### config.mk
export PLATFORM = sky130hd
export DESIGN_NAME = waveform_uart_tx
export DESIGN_NICKNAME = d
export VERILOG_FILES = /design/src/rtl/waveform_uart_tx.sv
export SDC_FILE = /design/constraint.sdc
export NUM_CORES = 1
export LEC_CHECK = 0
export CORE_MARGIN = 4
export CORE_UTILIZATION = 54
export CTS_CLUSTER_SIZE = 20
export DETAILED_ROUTE_END_ITERATION = 10
export PLACE_DENSITY = 0.83
export SYNTH_ARGS = -nofsm -noshare
export SYNTH_HDL_FRONTEND = slang
export SYNTH_SLANG_ARGS = --single-unit
### constraint.sdc
create_clock -name clk -period 26.4 [get_ports clk]
set_input_delay 5.28 -clock clk [delete_from_list [all_inputs] [get_ports clk]]
set_output_delay 5.28 -clock clk [all_outputs]
set_load 0.05 [all_outputs]
### src/rtl/waveform_uart_tx.sv
// waveform_uart_tx: snapshots a captured pulse record and sends it as a 69-byte 8N1 UART packet.
module waveform_uart_tx #(
  parameter int CLKS_PER_BIT = 434,
  parameter int N_SAMPLES = 32,
  parameter int SAMPLE_W = 14
) (
  input  logic                            clk,
  input  logic                            rst_n,
  input  logic                            long_trigger,
  input  logic [N_SAMPLES*SAMPLE_W-1:0]   waveform_in,
  input  logic [SAMPLE_W-1:0]             pulse_height_in,
  output logic                            uart_txd,
  output logic                            busy,
  output logic                            dropped,
  output logic [15:0]                     packets_sent
);
  localparam logic [1:0] IDLE = 2'd0, START = 2'd1, DATA = 2'd2, STOP = 2'd3;
  localparam int TW = $clog2(CLKS_PER_BIT);
  localparam logic [TW-1:0] RL = TW'(CLKS_PER_BIT - 1);
  logic [1:0] state;
  logic [TW-1:0] timer;
  logic [2:0] bit_idx;
  logic [6:0] byte_idx, nb;
  logic [7:0] shreg, chk, nbyte;
  logic [4:0] sidx;
  logic [15:0] s16, p16;
  logic lt_q, ev, done, accept;
  logic [SAMPLE_W-1:0] snap [N_SAMPLES];
  logic [SAMPLE_W-1:0] ph_snap;
  always_comb begin
    nb = byte_idx + 7'd1;
    sidx = 5'((nb - 7'd4) >> 1);
    s16 = 16'(snap[sidx]);
    p16 = 16'(ph_snap);
    nbyte = nb == 7'd68 ? chk :
            nb >= 7'd4  ? (nb[0] ? s16[7:0] : s16[15:8]) :
            nb == 7'd3  ? p16[7:0] :
            nb == 7'd2  ? p16[15:8] :
            nb == 7'd1  ? 8'h5A : 8'hA5;
    ev = !long_trigger && lt_q;
    done = state == STOP && timer == '0 && byte_idx == 7'd68;
    accept = ev && (state == IDLE || done);
  end
  // snapshot is don't-care after reset, so it carries no reset
  always_ff @(posedge clk) begin
    if (accept) begin
      for (int i = 0; i < N_SAMPLES; i++) snap[i] <= waveform_in[i*SAMPLE_W +: SAMPLE_W];
      ph_snap <= pulse_height_in;
    end
  end
  always_ff @(posedge clk or negedge rst_n) begin
    if (!rst_n) begin
      state <= IDLE;
      timer <= '0;
      bit_idx <= '0;
      byte_idx <= '0;
      shreg <= '0;
      chk <= '0;
      lt_q <= 1'b0;
      uart_txd <= 1'b1;
      busy <= 1'b0;
      dropped <= 1'b0;
      packets_sent <= '0;
    end else begin
      lt_q <= long_trigger;
      dropped <= ev && !accept;
      if (accept) begin
        state <= START;
        uart_txd <= 1'b0;
        busy <= 1'b1;
        timer <= RL;
        byte_idx <= '0;
        chk <= '0;
        shreg <= 8'hA5;
        if (done) packets_sent <= packets_sent + 16'd1;
      end else if (state != IDLE) begin
        if (timer != '0) timer <= timer - TW'(1);
        else begin
          timer <= RL;
          case (state)
            START: begin
              state <= DATA;
              uart_txd <= shreg[0];
              shreg <= shreg >> 1;
              bit_idx <= '0;
            end
            DATA: begin
              if (bit_idx == 3'd7) begin
                state <= STOP;
                uart_txd <= 1'b1;
              end else begin
                uart_txd <= shreg[0];
                shreg <= shreg >> 1;
                bit_idx <= bit_idx + 3'd1;
              end
            end
            default: begin
              if (done) begin
                state <= IDLE;
                busy <= 1'b0;
                packets_sent <= packets_sent + 16'd1;
              end else begin
                // checksum covers b2..b67, folded in as each byte is loaded
                state <= START;
                uart_txd <= 1'b0;
                byte_idx <= nb;
                shreg <= nbyte;
                chk <= (nb >= 7'd2 && nb <= 7'd67) ? chk + nbyte : chk;
              end
            end
          endcase
        end
      end
    end
  end
endmodule
# [After elaboration in Yosys (flattened, before gate mapping)]
# Memories as Yosys holds them, arrays and structs flattened.
# Index checks and enable logic that the tools add are counted.
[classes] n_addsub=6 magnitude_cmp=3 eq_ne=16 muxes=52 bitwise_logic=2 reduce_logical=26
[ops] operator="8-bit two-way mux" count=17
[ops] operator="16-bit two-way mux" count=5
[ops] operator="7-bit two-way mux" count=5
[ops] operator="9-bit two-way mux" count=3
[ops] operator="16-bit by 1-bit adder with 16-bit output, second input constant" count=1
[ops] operator="8-bit one-hot mux with 2 select lines" count=1
[ops] operator="7-bit by 2-bit equality test with 1-bit output, second input constant" count=2
[ops] operator="7-bit equality test, second input constant" count=2
[ops] operator="1-bit two-way mux" count=13
[ops] operator="4-bit AND reduction" count=3
[ops] operator="5-bit AND reduction" count=2
[ops] operator="2-bit nonzero test" count=5
[ops] operator="9-bit logical NOT" count=1
[ops] operator="3-bit AND reduction" count=3
[ops] operator="9-bit nonzero test" count=1
[ops] operator="9-bit by 1-bit subtractor with 9-bit output, second input constant" count=1
[ops] operator="8-bit adder" count=1
[ops] operator="2-bit two-way mux" count=4
[ops] operator="7-bit by 1-bit adder with 7-bit output, second input constant" count=1
[ops] operator="7-bit by 1-bit equality test with 1-bit output, second input constant" count=1
[ops] operator="7-bit by 2-bit >= comparator with 1-bit output, second input constant" count=1
[ops] operator="7-bit by 3-bit >= comparator with 1-bit output, second input constant" count=1
[ops] operator="7-bit <= comparator, second input constant" count=1
[ops] operator="1-bit logical AND" count=6
[ops] operator="18 further kinds" count=24
[word_totals] reg_bits=71 mem_bits_rw=448 input_bits=465 out_inout_bits=19 memories=1
[memory_table] memory="snap" depth=32 width=14 read_ports=1 rd_ports_with_merged_regs=0 write_ports=32 line="28" text="logic [SAMPLE_W-1:0] snap [N_SAMPLES];"

# [Longest topological paths before layout]
# Gate-level depths: netlist of run 1.
[logic_depth] depth_word=14 ltp_mapped=29 ltp_nobuf=23

# [Worst setup path before layout of run 1]
# Ideal clock, no wire load.
[synth_path] kind="input to register" start="input long_trigger" end="register state[0]" setup_ns=0.066 arrival_time_ns=12.607 required_ns=26.334 setup_slack_ns=13.728 stages=7 n_path_buf=1 path_cell_list="nor2b_1 > o21ai_2 > inv_1 > buf_2 > o21ai_0 > a211oi_1 > a21o_1"
[synth_via] elab_chain_cells=5 elab_cells_between_ends=8
[synth_rtl] element="start, declared" line="9" text="input logic long_trigger,"
[synth_rtl] element="1-bit logical NOT *" line="40" text="ev = !long_trigger && lt_q;"
[synth_rtl] element="1-bit logical AND *" line="40"
[synth_rtl] element="1-bit logical AND *" line="42" text="accept = ev && (state == IDLE || done);"
[synth_rtl] element="named net accept" line="27" text="logic lt_q, ev, done, accept;"
[synth_rtl] element="3-bit != test (no source line), or another cell as far along"
[synth_rtl] element="3-bit AND reduction (no source line)"
[synth_rtl] element="end signal, assigned" line="53" text="state <= IDLE;"
[synth_rtl] element="end signal, assigned" line="68" text="state <= START;"
[synth_rtl] element="end signal, assigned" line="82" text="state <= DATA;"
[synth_rtl] element="end, declared" line="20" text="logic [1:0] state;"
# The timed path passes the listed nets; every way through them passes the cells marked *.
# A chain may end at the register's enable or synchronous reset.

==> metrics.md, run 1 <==
| Metric | Value |
|---|---|
| Postcts setup bufs | 0 |
| Sw frac | 24.86% |
| Final setup viols | 0 |
| H-tree depth | 2 |
| Netlist cell types | 70 |
| Max cap viols | 0 |
| Synth Area in Adders | 1.326% |
| Synth Area in Simple Gates | ~5.8% |
| Synth Flop Type | edfxtp_1 |
| Flop and latch count out of synthesis | 519 |
| CP arrival | 9.35 ns |
| Worst-path clk slew | 0.06 ns |
| PwrDens | 73.70 mW/mm² |
| DR vias | 13406 |
| CORE AREA | 0.03883 mm² |
| Slew headroom | 18.87% |
| Drt initial violations | 1145 |
| # IOs | 484 |
| Ys async rst share | between 10% and 20% |
| GP Congestion | roughly 0.87 |
| Yosys warning count | 0 |
| Number of antenna violations at the first check in global routing | 15 |
| Die outline area | 0.04273 mm² |
| RSZ-0062 raised after global routing | no |
| I/O Buffers | 483 |
| Clock Path Buffers | 3 |
| Tmin final | 9.140 ns |
| Cell Int Power | 1.570 mW |
| Post-Syn Area | 0.02132 mm² |
| Tightest Hold Check Type | reg2reg |
| Post-CTS resize count | 0 |
| TritonCTS Buffers | 52 |
| Multi-input logic area | 0.005722 mm² |
| Hold Path Stages | 1 |
| Clk_lat worst skew | 0.61 ns |
| Post-synthesis xor/xnor area fraction | 1.520% |
| Post-CTS Hold Fix Bufs | 0 |
| TritonCTS clock tree | done |
| Reg area | 0.01530 mm² |
| Drc violations | 0 |
| Share of cells above drive strength 1 | about 13% |
| Initial Utilization | 54.91% |
| Largest family of logic cells by synthesized area | multiplexers |
| Wire length per cell | 26.30 µm |
| Final Net Count | 2200 |
| Synthesized area per cell | 17.42 µm² |
| Clk root buf | clkbuf_16 |
| Clock power frac | between 30 and 40% |
| Drt pass-1 iters | 7 |
| Startpoint Class | primary input |
| Hold Vio Cnt, Final | 0 |
| Post-route setup TNS | 0 ns |
| Critical path capture point type | flop |
| Chip Height | 206.7 µm |
| Critical Path RT | 26.61 ns |
| Post-synth EDFFs | 462 |
| DIE WIDTH | 206.7 µm |
| Slew Viols, Final | 0 |
| Remaining Overflow, GRT | 0 |
| Leakage power | 9.757 nW |
| Clock sinks | 519 |
| Worst Path Max Fanout | 157 |
| Non-filler cells, final | around 2300 |
| Post-Place Cells | 2177 |
| Register-to-Register Path Depth | 22 |
| Status | completed |
| ANT nets after route | 0 |
| Post-synthesis mux area share | 12.47% |
| Worst Max-Slew Pin Slew | ~1.2 ns |
| Crit path kind | in2reg |
| Clk_skew | 0.03560 ns |
| Seq/Total Area, Yosys | 71.76% |
| Crit share post-route | 34.62% |
| Vias in the first global route | ~14000 |
| Cells after Synth | 1224 |
| Vias/cell | ~5.9 |
| DP Wirelength | 42430 µm |
| Max Clock Freq | 109.4 MHz |
| Final wirelength | roughly 60000 µm |
| Net switching power | between 500 and 600 µW |
| Combinational Power Share | 15.7% |
| Core Rows | 72 |
| Compound-Gate Fraction of Synth Area | under 10% |
| GRT Util Overall | around 28% |
| Maximum VDD drop | 0.09377 mV |
| Fillers | 2379 |
| Mapped Nets | 1711 |
| Largest net degree at the start of global routing | 158 |
| Synth-to-layout area growth | 32.98% |
| Register share of total power | 50.5% |
| Global-route wire length before repair | 86110 µm |
==> registers in the layout, indices dropped and copies added (netlist names), 2 cells and up <==
name          flops
state             2
shreg             8
timer             9
packets_sent     16
bit_idx           3
chk               8
byte_idx          7
snap            448
ph_snap          14
==> metal layers <==
metal	wire [µm]	up-vias	share of wire (%)	track usage, %
met3	4731	132	7.9	6.390
met1	21210	6734	35	33.34
li1	-	5872	-	-
met2	31770	658	53	48.93
met4	2279	10	3.8	10.20
met5	67	-	0.11	0
==> cells in the final DEF (no fill, tap or decap), types with 20 or more instances in the layout <==
cell / n
a21oi_1: 47
inv_1: 20
nand2_1: 94
dfrtp_1: 56
nand3_1: 33
clkdlybuf4s50_1: 482
nor2_1: 53
mux4_2: 105
edfxtp_1: 462
clkbuf_16: 53
o21ai_0: 35
mux2i_1: 26
==> power by group through the flow <==
| stage | combinational [mW] | sequential, mW | clock (mW) |
|---|---|---|---|
| finish | 0.327 | 1.05 | 0.708 |
| global route | 0.356 | 1.06 | 0.752 |
| CTS | 0.328 | 1.05 | 0.718 |
| detailed placement | 0.326 | 1.07 | 0 |
| global placement | 0.316 | 1.06 | 0 |
| floorplan | 0.193 | 1.08 | 0 |
==> metrics by stage <==
step	cell area, µm²	power, mW	setup WS, ns	utilization [%]	hold WS [ns]
2_1_floorplan	21320	1.273	13.73	-	0.4489
3_3_place_gp	26700	1.377	16.98	68.78	0.4568
3_5_place_dp	26700	1.393	16.75	68.78	0.4755
4_1_cts	28320	2.100	17.42	72.95	0.4904
5_1_grt	28350	2.170	17.04	73.02	0.5102
6_report	28350	2.090	17.26	73.02	0.4853
==> worst max-delay path, cell delays in order <==
cell,delay (ns)
clkdlybuf4s50_1,0.43
nor2b_1,0.26
o21ai_2,0.35
inv_8,0.75
buf_4,0.98
buf_4,0.96
==> path summary, 6_finish.rpt <==
check,from,slack [ns],end
worst max-delay path,long_trigger,17.26,snap[14][4]$_DFFE_PP_
worst min-delay path,packets_sent[11]$_DFFE_PN0P_,0.49,packets_sent[11]$_DFFE_PN0P_
worst max register to register,byte_idx[0]$_DFFE_PN0P_,19.19,chk[7]$_DFFE_PN0P_
worst min register to register,packets_sent[11]$_DFFE_PN0P_,0.49,packets_sent[11]$_DFFE_PN0P_
max in group asynchronous,rst_n,21.06,byte_idx[5]$_DFFE_PN0P_
min in group asynchronous,rst_n,4.84,lt_q$_DFF_PN0_
==> area by class of cell <==
cell class / instances / area share, %
clock inverters: 30 / 0.8870
repair buffers: 497 / 17.45
clock buffers: 64 / 4.823
flip-flops and latches: 519 / 53.96
inverters: 21 / 0.3045
multi-input cells: 622 / 20.18
well taps: 518 / 2.286
diodes: 12 / 0.1059
==> synthesized netlist by cell type, types with 19 or more instances <==
cell	count	area [µm²]
dfrtp_1	56	1401
mux4_2	105	2365
nand3_1	33	165.2
mux2i_1	26	260.3
ha_1	21	262.8
clkbuf_1	29	108.9
xnor2_1	20	175.2
inv_1	21	78.83
buf_2	23	115.1
o21ai_0	35	175.2
a21oi_1	47	235.2
nor2_1	53	198.9
edfxtp_1	462	13870
nor3_1	19	95.09
nand2_1	94	352.8
==> kinds of logic after synthesis <==
group | count (synthesis)
and+or+nand+nor | 257
muxes | 134
buffers and inverters | 83
adders and majority gates | 22
xor gates and xnor gates | 34
DFF | 519
AOI/OAI and AO/OA | 175
Note: power is estimated with default switching activity, not from simulation.
==> run 2, diff against run 1 <==
CORE_UTILIZATION = 51   (was 54)
PLACE_DENSITY = 0.79   (was 0.83)
clock period = 9.45 ns   (was 26.4 ns; I/O delays follow)
==> metrics.md, run 2 (synthesis results as in run 1) <==
| Metric | Value |
|---|---|
| GRT Util Overall | 25.71% |
| Wire length per cell | 25.71 µm |
| Reg2Reg Launch Point | byte_idx[0]$_DFFE_PN0P_ |
| Post-DP Area | 0.02671 mm² |
| GP Congestion | 0.8885 |
| Leakage power | slightly below 10 nW |
| H-tree depth | 2 |
| ANT nets after route | 0 |
| DR vias | 13234 |
| Status | completed |
| Final wirelength | 58880 µm |
| DIE WIDTH | around 210 µm |
| Reg2reg end | chk[7]$_DFFE_PN0P_ |
| Critical path capture point type | flop |
| Crit share post-route | 76.50% |
| Critical Path RT | 9.89 ns |
| DR top layer | met5 |
| Number of antenna violations at the first check in global routing | 10 |
| Initial Utilization | 51.87% |
| Final Net Count | 2199 |
| RSZ-0062 raised after global routing | no |
| CORE AREA | 0.04111 mm² |
| Largest net degree at the start of global routing | 192 |
| TritonCTS Buffers | 53 |
| Hold path startpoint | packets_sent[15]$_DFFE_PN0P_ |
| Slew Viols, Final | 0 |
| Tmin final | a little over 7 ns |
| Register with the most flip-flops | snap |
| Startpoint Class | flop |
| Post-route core utilization | 69.36% |
| TritonCTS clock tree | done |
| Largest registers | snap: 448 flops, packets_sent: 16 flops, ph_snap: 14 flops |
| Synth-to-layout area growth | 33.73% |
| Max reg flops | 448 |
| Clk root buf | clkbuf_16 |
| Commonest cells after routing, fill and taps aside | clkdlybuf4s50_1, edfxtp_1, mux4_2 |
| Clock sinks | about 520 |
| Max Clock Freq | 138.3 MHz |
| Final instance area | 0.02851 mm² |
| Worst Max-Slew Pin Slew | 1.205 ns |
| Slew headroom | 19.63% |
| Share of cells above drive strength 1 | 12.84% |
| Drc violations | 0 |
| Worst Path Max Fanout | 26 |
| Die outline area | 0.04514 mm² |
| Worst hold endpoint | packets_sent[15]$_DFFE_PN0P_ |
| Maximum VDD drop | about 0.18 mV |
| # IOs | approximately 480 |
| Post-CTS Hold Fix Bufs | 0 |
| Post-route setup TNS | 0 ns |
| Hold Vio Cnt, Final | 0 |
| DP Wirelength | 42200 µm |
| Routed length on met1 | 21420 µm |
| Multi-input logic area | 0.005722 mm² |
| Chip Height | roughly 210 µm |
| Global-route wire length before repair | 85080 µm |
| PwrDens | 211.4 mW/mm² |
| Drt pass-1 iters | 5 |
| Fillers | 2689 |
| Tightest Hold Check Type | reg2reg |
| Reg-to-reg slack, setup | 2.22 ns |
| Post-CTS resize count | 0 |
| Clk_skew | ~0.011 ns |
| Most common cell after layout, fill and taps aside | clkdlybuf4s50_1 |
| Met3 wire len | 4395 µm |
| WL met2 | ~32000 µm |
| Postcts setup bufs | 0 |
| Worst-path clk slew | 0.06 ns |
| Vias in the first global route | 13620 |
| Clock Path Buffers | 3 |
| Core Rows | between 70 and 80 |
| I/O Buffers | 483 |
| Max cap viols | 0 |
| CP arrival | 7.67 ns |
| Register-to-Register Path Depth | 22 |
| Final setup viols | 0 |
| Reg area | 0.01530 mm² |
| Hold Path Stages | 1 |
| Remaining Overflow, GRT | 0 |
| Vias/cell | 5.779 |
| Crit path kind | reg2reg |
| Clk_lat worst skew | 0.60 ns |
| Drt initial violations | 1294 |
==> run 2: cell count changes in the layout (fill, tap and decap cells not counted), moves of 2 or more <==
cell       delta
buf_4         -2
bufinv_16     +6
clkbuf_1      -5
clkinv_1      +2
diode_2       -7
==> run 2: where the power goes <==
part | switching, mW | internal (mW)
clock | 0.870 | 1.29
combinational | 0.486 | 0.434
sequential | 0.111 | 2.84
==> run 2: how the worst max path moves through the flow <==
stage                                  startpoint                   end  slack [ns]  cells after the start
after global routing      byte_idx[0]$_DFFE_PN0P_    chk[7]$_DFFE_PN0P_        1.50                     22
after detailed placement  byte_idx[0]$_DFFE_PN0P_    chk[7]$_DFFE_PN0P_        2.15                     22
after global placement    byte_idx[0]$_DFFE_PN0P_    chk[7]$_DFFE_PN0P_        2.34                     22
after floorplan                      long_trigger  state[0]$_DFFE_PN0P_        0.17                      7
final                     byte_idx[0]$_DFFE_PN0P_    chk[7]$_DFFE_PN0P_        2.22                     22
after CTS                 byte_idx[0]$_DFFE_PN0P_    chk[7]$_DFFE_PN0P_        2.10                     22
==> run 2: layout make-up <==
cell class | instances | area share, %
Sequential cell | 519 | 53.66
Multi-Input combinational cell | 622 | 20.07
Timing Repair Buffer | 495 | 17.30
Clock buffer | 60 | 4.818
Tap cell | 532 | 2.334
Clock inverter | 36 | 1.474
Inverter | 21 | 0.3028
Antenna cell | 5 | 0.04388
==> run 2: stage by stage <==
step / cells / setup WS [ns] / total power [mW] / hold WS (ns)
after floorplan: 1224 / 0.1676 / 3.555 / 0.4489
after global placement: 2189 / 2.336 / 3.871 / 0.4573
after detailed placement: 2189 / 2.152 / 3.904 / 0.4557
after CTS: 2285 / 2.104 / 6.067 / 0.4680
after global routing: 2290 / 1.499 / 6.262 / 0.5037
final: 2290 / 2.221 / 6.028 / 0.4648
==> run 2: routing by layer <==
metal	track usage, %	vias up
li1	-	5872
met1	31.73	6655
met2	45.86	597
met3	5.976	100
met4	7.152	10
met5	0	-
==> run 2: critical path, cell delays in order, from the launching register on <==
cell and delay, ns:
dfrtp_1 0.52, ha_1 0.48, xor2_4 0.89, inv_1 0.70, ha_1 0.40, xor2_1 0.35
xnor2_2 0.15, buf_4 0.38, mux4_2 0.38, mux4_2 0.48, mux2i_1 0.31, a22oi_1 0.21
nand3_1 0.17, nand2_1 0.07, ha_1 0.33, a211oi_1 0.21, nor2_1 0.08, o21ai_0 0.20
nand2b_1 0.09, a21oi_1 0.26, a21oi_1 0.07, o2111ai_1 0.22, o211ai_1 0.11
